[src/rtl/booth_mult_bist.sv]
// Radix-2 sequential Booth multiplier with a built-in self test: an LFSR feeds
// operand pairs, each result is checked against a combinational reference and folded into a MISR.
module booth_mult_bist #(
  parameter int          WIDTH      = 8,
  parameter int          N_PATTERNS = 16,
  parameter logic [63:0] LFSR_SEED  = 64'd1
) (
  input  logic                 clk,
  input  logic                 rst_n,
  input  logic                 start,
  input  logic                 test,
  input  logic [WIDTH-1:0]     a,
  input  logic [WIDTH-1:0]     b,
  input  logic                 fault_inj,
  output logic [2*WIDTH-1:0]   product,
  output logic                 busy,
  output logic                 done,
  output logic                 bist_done,
  output logic                 pass,
  output logic [2*WIDTH-1:0]   signature
);
  localparam int PW  = 2*WIDTH;
  localparam int CW  = $clog2(WIDTH);
  localparam int PCW = $clog2(N_PATTERNS+1);

  // Maximal-length feedback taps indexed by register length (bit t-1 set for tap t).
  function automatic logic [63:0] tap_mask(input int n);
    case (n)
      4:  return 64'hC;
      6:  return 64'h30;
      8:  return 64'hB8;
      10: return 64'h240;
      12: return 64'h829;
      14: return 64'h2015;
      16: return 64'hD008;
      18: return 64'h2_0400;
      20: return 64'h9_0000;
      22: return 64'h30_0000;
      24: return 64'hE1_0000;
      26: return 64'h200_0023;
      28: return 64'h900_0000;
      30: return 64'h2000_0029;
      32: return 64'h8020_0003;
      34: return 64'h2_0400_0003;
      36: return 64'h8_0100_0000;
      38: return 64'h20_0000_0031;
      40: return 64'hA0_0014_0000;
      42: return 64'h300_000C_0000;
      44: return 64'hC00_0003_0000;
      46: return 64'h3000_0300_0000;
      48: return 64'hC000_0018_0000;
      50: return 64'h3_0000_00C0_0000;
      52: return 64'h9_0000_0000_0000;
      54: return 64'h30_0000_0003_0000;
      56: return 64'hC0_0006_0000_0000;
      58: return 64'h200_0040_0000_0000;
      60: return 64'hC00_0000_0000_0000;
      62: return 64'h3000_0000_0000_0030;
      default: return 64'hD800_0000_0000_0000;
    endcase
  endfunction

  localparam logic [63:0]   TAPS_ALL = tap_mask(PW);
  localparam logic [PW-1:0] TAPS     = TAPS_ALL[PW-1:0];
  localparam logic [PW-1:0] SEED     = LFSR_SEED[PW-1:0];

  typedef enum logic [2:0] {IDLE, RUN, DONE, B_LOAD, B_RUN, B_CHK, B_END} state_t;

  state_t           state;
  logic [WIDTH:0]   acc, mcand, sum, acc_n;
  logic [WIDTH-1:0] q, q_n;
  logic             q_1, q1_n, err, mismatch;
  logic [CW-1:0]    cnt;
  logic [PCW-1:0]   pcnt;
  logic [PW-1:0]    lfsr, misr, chk_res, lfsr_n, misr_n;
  logic signed [PW-1:0] ref_a, ref_b, ref_prod;

  always_comb begin
    sum = acc;
    case ({q[0], q_1})
      2'b01:   sum = acc + mcand;
      2'b10:   sum = acc - mcand;
      default: sum = acc;
    endcase
  end

  // Arithmetic right shift of {acc, q, q_1}; acc carries one guard bit so -2^(W-1) squared cannot overflow.
  assign {acc_n, q_n, q1_n} = {sum[WIDTH], sum, q};

  assign ref_a    = PW'($signed(lfsr[WIDTH-1:0]));
  assign ref_b    = PW'($signed(lfsr[PW-1:WIDTH]));
  assign ref_prod = ref_a * ref_b;
  assign chk_res  = {acc[WIDTH-1:0], q} ^ {{(PW-1){1'b0}}, fault_inj};
  assign mismatch = (chk_res != ref_prod);
  assign lfsr_n   = {lfsr[PW-2:0], ^(lfsr & TAPS)};
  assign misr_n   = {misr[PW-2:0], ^(misr & TAPS)} ^ chk_res;
  assign signature = misr;

  always_ff @(posedge clk or negedge rst_n) begin
    if (!rst_n) begin
      state     <= IDLE;
      acc       <= '0;
      mcand     <= '0;
      q         <= '0;
      q_1       <= 1'b0;
      cnt       <= '0;
      pcnt      <= '0;
      lfsr      <= SEED;
      misr      <= '0;
      err       <= 1'b0;
      product   <= '0;
      busy      <= 1'b0;
      done      <= 1'b0;
      bist_done <= 1'b0;
      pass      <= 1'b0;
    end else begin
      case (state)
        IDLE: if (start) begin
          busy <= 1'b1;
          if (test) begin
            pass  <= 1'b0;
            misr  <= '0;
            lfsr  <= SEED;
            err   <= 1'b0;
            pcnt  <= '0;
            state <= B_LOAD;
          end else begin
            mcand <= {a[WIDTH-1], a};
            q     <= b;
            acc   <= '0;
            q_1   <= 1'b0;
            cnt   <= '0;
            state <= RUN;
          end
        end
        RUN, B_RUN: begin
          acc <= acc_n;
          q   <= q_n;
          q_1 <= q1_n;
          cnt <= cnt + 1'b1;
          if (cnt == CW'(WIDTH-1)) begin
            if (state == RUN) begin
              product <= {acc_n[WIDTH-1:0], q_n};
              busy    <= 1'b0;
              done    <= 1'b1;
              state   <= DONE;
            end else begin
              state <= B_CHK;
            end
          end
        end
        DONE: begin
          done  <= 1'b0;
          state <= IDLE;
        end
        B_LOAD: begin
          mcand <= {lfsr[WIDTH-1], lfsr[WIDTH-1:0]};
          q     <= lfsr[PW-1:WIDTH];
          acc   <= '0;
          q_1   <= 1'b0;
          cnt   <= '0;
          state <= B_RUN;
        end
        B_CHK: begin
          if (mismatch) err <= 1'b1;
          misr    <= misr_n;
          product <= chk_res;
          lfsr    <= lfsr_n;
          pcnt    <= pcnt + 1'b1;
          if (pcnt == PCW'(N_PATTERNS-1)) begin
            busy      <= 1'b0;
            bist_done <= 1'b1;
            pass      <= !(err || mismatch);
            state     <= B_END;
          end else begin
            state <= B_LOAD;
          end
        end
        B_END: begin
          bist_done <= 1'b0;
          state     <= IDLE;
        end
        default: state <= IDLE;
      endcase
    end
  end
endmodule

[config.mk]
export PLATFORM = sky130hd
export DESIGN_NAME = booth_mult_bist
export DESIGN_NICKNAME = d
export VERILOG_FILES = /design/src/rtl/booth_mult_bist.sv
export SDC_FILE = /design/constraint.sdc
export NUM_CORES = 1
export LEC_CHECK = 0
export BUFFER_PORTS_ARGS = -buffer_cell sky130_fd_sc_hd__buf_2
export CAP_MARGIN = 20
export CORE_MARGIN = 3
export CORE_UTILIZATION = 45
export CTS_CLUSTER_SIZE = 12
export DETAILED_ROUTE_END_ITERATION = 16
export PLACE_DENSITY = 0.73
export SLEW_MARGIN = 20
export SYNTH_ARGS = -nofsm -noshare
export SYNTH_HDL_FRONTEND = slang
export SYNTH_SLANG_ARGS = --single-unit
[constraint.sdc]
create_clock -name clk -period 7.9 [get_ports clk]
set_input_delay 0.395 -clock clk [delete_from_list [all_inputs] [get_ports clk]]
set_output_delay 0.395 -clock clk [all_outputs]
set_load 0.02 [all_outputs]
# Word level (Yosys, flattened, before mapping)
# Index checks and enable logic that the tools add are counted.
# classes
add_sub_neg	4
n_mul	1
eq_ne	18
muxes	50
bitwise_logic	2
n_reduce_logical	23
# op_table
operator	count
$mux W16	6
$pmux W16 S2	3
$mux W9	4
$pmux W9 S2	2
$reduce_xor A16 Y1	2
$pmux W9 S3	1
$pmux W8 S3	1
$mux W3	6
$mul A8 B8 Y16	1
$mux W8	2
$ne A16 B16 Y1	1
$xor A16 B1 Y16	1
$xor A16 B16 Y16	1
$reduce_and A3 Y1	5
$ne A2 B2 Y1 const B	7
$mux W1	13
$eq A3 B3 Y1 const B	4
$pmux W3 S4	1
$mux W5	2
$pmux W5 S2	1
$reduce_bool A2 Y1	5
$add A9 B9 Y9	1
$pmux W3 S3	1
$sub A9 B9 Y9	1
18 further kinds	26
# totals
register_bits	91
input_bits	21
out_inout_bits	36
wordCells	113

# Logic depth before layout (Yosys ltp)
# logic_depth
word_depth	6
depth_mapped	19
mapped_depth_nobuf	17

# Worst setup path before layout
# OpenSTA, ideal clock, no wires.
# synth_path
path_type	register to register
start	register lfsr[7]
end	register pass
setup_time_ps	132
arrival_ps	4577
setup_slack_ps	3191
path_stages_with_launch	18
path_buffers	1
synth_period_minus_slack_ps	4709
cell_sequence	dfrtp_1 clkbuf_1 and2_1 fa_1 inv_1 fa_1 inv_1 fa_1 inv_1 fa_1 inv_1 ha_1 xor2_1 and3_1 a2111oi_0 a31oi_1 nand4_1 o41ai_2
# synth_between
elab_chain_len	6
# synth_lines
element	line_no	rtl
from (decl)	75	logic [PW-1:0] lfsr, misr, chk_res, lfsr_n, misr_n;
from (signal assigned)	168	lfsr <= lfsr_n;
$mul A8 B8 Y16	92	assign ref_prod = ref_a * ref_b;
$ne A16 B16 Y1	94	assign mismatch = (chk_res != ref_prod);
$logic_or A1 B1 Y1	173	pass <= !(err || mismatch);
$logic_not A1 Y1	173	
$mux W1	170	if (pcnt == PCW'(N_PATTERNS-1)) begin
$pmux W1 S2	117	case (state)
to (signal assigned)	173	
to (decl)	19	output logic pass,
# No other way between the ends. The select of a mux whose other input is x is not followed.
# A chain may end at the register's enable or synchronous reset.

# Final worst setup path
# layout_path
start	register lfsr[7]
end	register err
# layout_between
elab_chain_len	4
# layout_lines
element	line_no	rtl
$mul A8 B8 Y16	92	
$ne A16 B16 Y1	94	
$ne A2 B2 Y1 (no line)	n/a	
$reduce_and A4 Y1 (no line)	n/a	
to (signal assigned)	110	err <= 1'b0;
to (signal assigned)	124	err <= 1'b0;
to (signal assigned)	165	if (mismatch) err <= 1'b1;
to (decl)	72	logic q_1, q1_n, err, mismatch;
# No other way between the ends.

==> flow_metrics.tcl <==
set metrics [dict create \
    grt.total_usage 0.211 \
    die_h_microns 134 \
    switchingPower_w 0.00170 \
    final-hold-violation-count 0 \
    avgSynthCellArea_sq_um 8.76 \
    power.density_mw_per_mm2 429 \
    worstHoldPathCells 3 \
    cts.clk_slew.worst_paths_ps 70 \
    fin_util 0.509 \
    synth_compound_area_frac 0.123 \
    min-delay-start "b[5]" \
    clock-sinks 89 \
    num-nets-final 984 \
    worstPathMaxFanout 11 \
    cts_inserted_buffers 9 \
    ys_async_sr_fraction 1.00 \
    firstDrtPassIters 5 \
    synth_cell_type_count 61 \
    setup-violations-final 0 \
    hold_end "q[5]" \
    r2r.worst_path.cells 16 \
    setup.worst_path.start_class "flop" \
    synth-xor-area-share 0.0804 \
    grt_pass1_vias 5801 \
    drv_cap 0 \
    synth_area_sq_mm 0.00738 \
    overflow 0 \
    route.vias.total 5939 \
    drc_errors 0 \
    grt_pass1_wl_microns 30200 \
    rows 46 \
    routed_wl_microns 17900 \
    required_ps 8150 \
    r2r-end "err" \
    synthMuxAreaShare 0.00695 \
    rsz0062_at_grt "no" \
    worstSetupPathType "flop to flop" \
    crit_path_top_delay_cell "fa_1" \
    synth_top_area_frac 0.298 \
    antenna_found_initial 0 \
    die_w_microns 134 \
    syn_nets 962 \
    slew-limit-headroom 0.311 \
    fin_crit_sh 0.631 \
    worst_pin_slew_ps 1030 \
    start_util 0.463 \
    synth_fa_ha_area_frac 0.225 \
    postCtsSetupBuffers 0 \
    timing.rr.start "lfsr[7]" \
    synth_area_leaders "dfrtp_1 (30%), fa_1 (15%), ha_1 (7.3%)" \
    grt_start_max_net_pins 64 \
    tns_ps 0 \
    worstSetupEndpointType "flop" \
    finalMaxSlewViolations 0 \
    root_buffer "clkbuf_16" \
    cts_resized 0 \
    synth_edf_count 0 \
    crit_arrival_ps 5230 \
    vias_per_cell 5.47 \
    wl_per_cell_microns 16.5 \
    hold_class "input port to flop" \
    synth_top_family_by_area "adder cells" \
    yosys.area_share.simple 0.196 \
    ioPinCount 57 \
    outcome "finished clean" \
    crit_path_cell_trace "and2_1, fa_1, inv_1, fa_1, inv_1, fa_1, inv_1, fa_1, inv_1, ha_1, xor2_1, and3_1, a2111oi_0, a31oi_1, nand4_1, a22o_1" \
    numPortBuffers 56 \
    seqPwrFrac 0.297 \
    power.share.clock 0.132 \
    h-tree-depth 3 \
    antenna_cells 0 \
    ctsHoldBuffers 1 \
    layout-drive-gt1-share 0.108 \
    synthFlopType "dfrtp_1" \
    first_iter_violations 415 \
    ys_ff_latch 89 \
    p_leak_nw 3.70 \
    synth_most_common_cell "nand2_1" \
    period_minus_slack_ps 4980 \
    clock_latency_ps 360 \
    postRouteAntennaNets 0 \
    seq_area_frac_synth 0.302 \
    area_growth_pct 10.1 \
    core_sq_mm 0.0159 \
    combPwrFrac 0.572 \
    reg2reg_slack_ps 2920 \
    ir_drop_mv 0.180 \
    die-area_sq_mm 0.0180 \
    tritoncts "built" \
    slowest_delay_ps 740 \
    synth_top_area_cell "dfrtp_1" \
    gp_congestion 0.895 \
    clock_path_buffers 2 \
    synthTopCellsByCount "nand2_1 (135), dfrtp_1 (88), inv_1 (76)" \
    power.internal_w 0.00178 \
    fmax_mhz 201 \
    switching_share 0.489 \
    place_hpwl_microns 13200 \
    fin_skew_ps 13.3 \
    yosysWarningCount 0 \
    syn_inst 842 \
]
[flip-flops by register name, indices dropped and copies added, names as in the netlist]
| signal | cells |
|---|---|
| acc | 8 |
| bist_done | 1 |
| busy | 1 |
| cnt | 3 |
| done | 1 |
| err | 1 |
| lfsr | 16 |
| mcand | 8 |
| pass | 1 |
| pcnt | 5 |
| product | 16 |
| q | 8 |
| q_1 | 1 |
| signature | 16 |
| state | 3 |
[area by class of cell]
cell class                      count  area [sq um]
Fill cell                        1488          7820
Multi-Input combinational cell    622          4670
Sequential cell                    89          2230
Timing Repair Buffer               64           345
Inverter                           78           293
Tap cell                          216           270
Clock buffer                       10           239
Clock inverter                      6          73.8
[cell usage in the layout, fill, tap and decap left out, types with 42 or more instances in the layout]
master     n
buf_2     55
dfrtp_1   88
fa_1      56
o21ai_0   45
ha_1      43
inv_1     76
nand3_1   42
nor2_1    43
nand2_1  134
xnor2_1   53
[kinds of logic after synthesis]
group,after synthesis
buffers and inverters,131
adder cells (fa/ha/maj),99
AND/OR/NAND/NOR,308
AO/OA/AOI/OAI,144
multiplexers,5
flip-flops,89
XOR/XNOR,66
[critical path, delay by kind of cell (launching register included)]
kind / cells / cell delay, ps
AND/OR/NAND/NOR: 3 / 620
XOR/XNOR: 1 / 340
adder cells (fa/ha/maj): 5 / 2650
AO/OA/AOI/OAI: 3 / 490
flip-flops: 1 / 480
buffers and inverters: 4 / 290
[routing by layer]
metal,vias up,wire (microns),GRT usage
li1,2817,-,-
met2,161,8360,0.340
met3,23,1020,0.0383
met1,2938,8220,0.296
met5,-,0,0
met4,0,281,0.0571
[power groups by stage]
| stage | logic [W] | registers [W] | clock network (W) |
|---|---|---|---|
| 2_1_floorplan | 0.00160 | 0.000905 | 0 |
| 3_3_place_gp | 0.00194 | 0.00103 | 0 |
| 5_1_grt | 0.00226 | 0.00107 | 0.000478 |
| 6_report | 0.00199 | 0.00104 | 0.000458 |
| 3_5_place_dp | 0.00198 | 0.00104 | 0 |
| 4_1_cts | 0.00200 | 0.00103 | 0.000463 |
[worst max-delay path by stage]
| stage | slack (ps) | startpoint | to | cells after the start |
|---|---|---|---|---|
| floorplan | 3190 | lfsr[7] | pass | 17 |
| global placement | 3050 | lfsr[10] | pass | 16 |
| detailed placement | 2940 | lfsr[7] | err | 16 |
| CTS | 2920 | lfsr[7] | err | 16 |
| global route | 2620 | lfsr[7] | err | 16 |
| finish | 2920 | lfsr[7] | err | 16 |
[through the flow]
stage	instances	hold slack, ps	area [sq um]	total power, W	setup WS, ps
floorplan	842	99.4	7380	0.00250	3190
global placement	1068	330	7790	0.00297	3050
detailed placement	1068	328	7790	0.00302	2940
CTS	1085	285	8110	0.00349	2920
global route	1085	289	8120	0.00381	2620
finish	1085	292	8120	0.00349	2920
(Power assumes the default switching activity.)
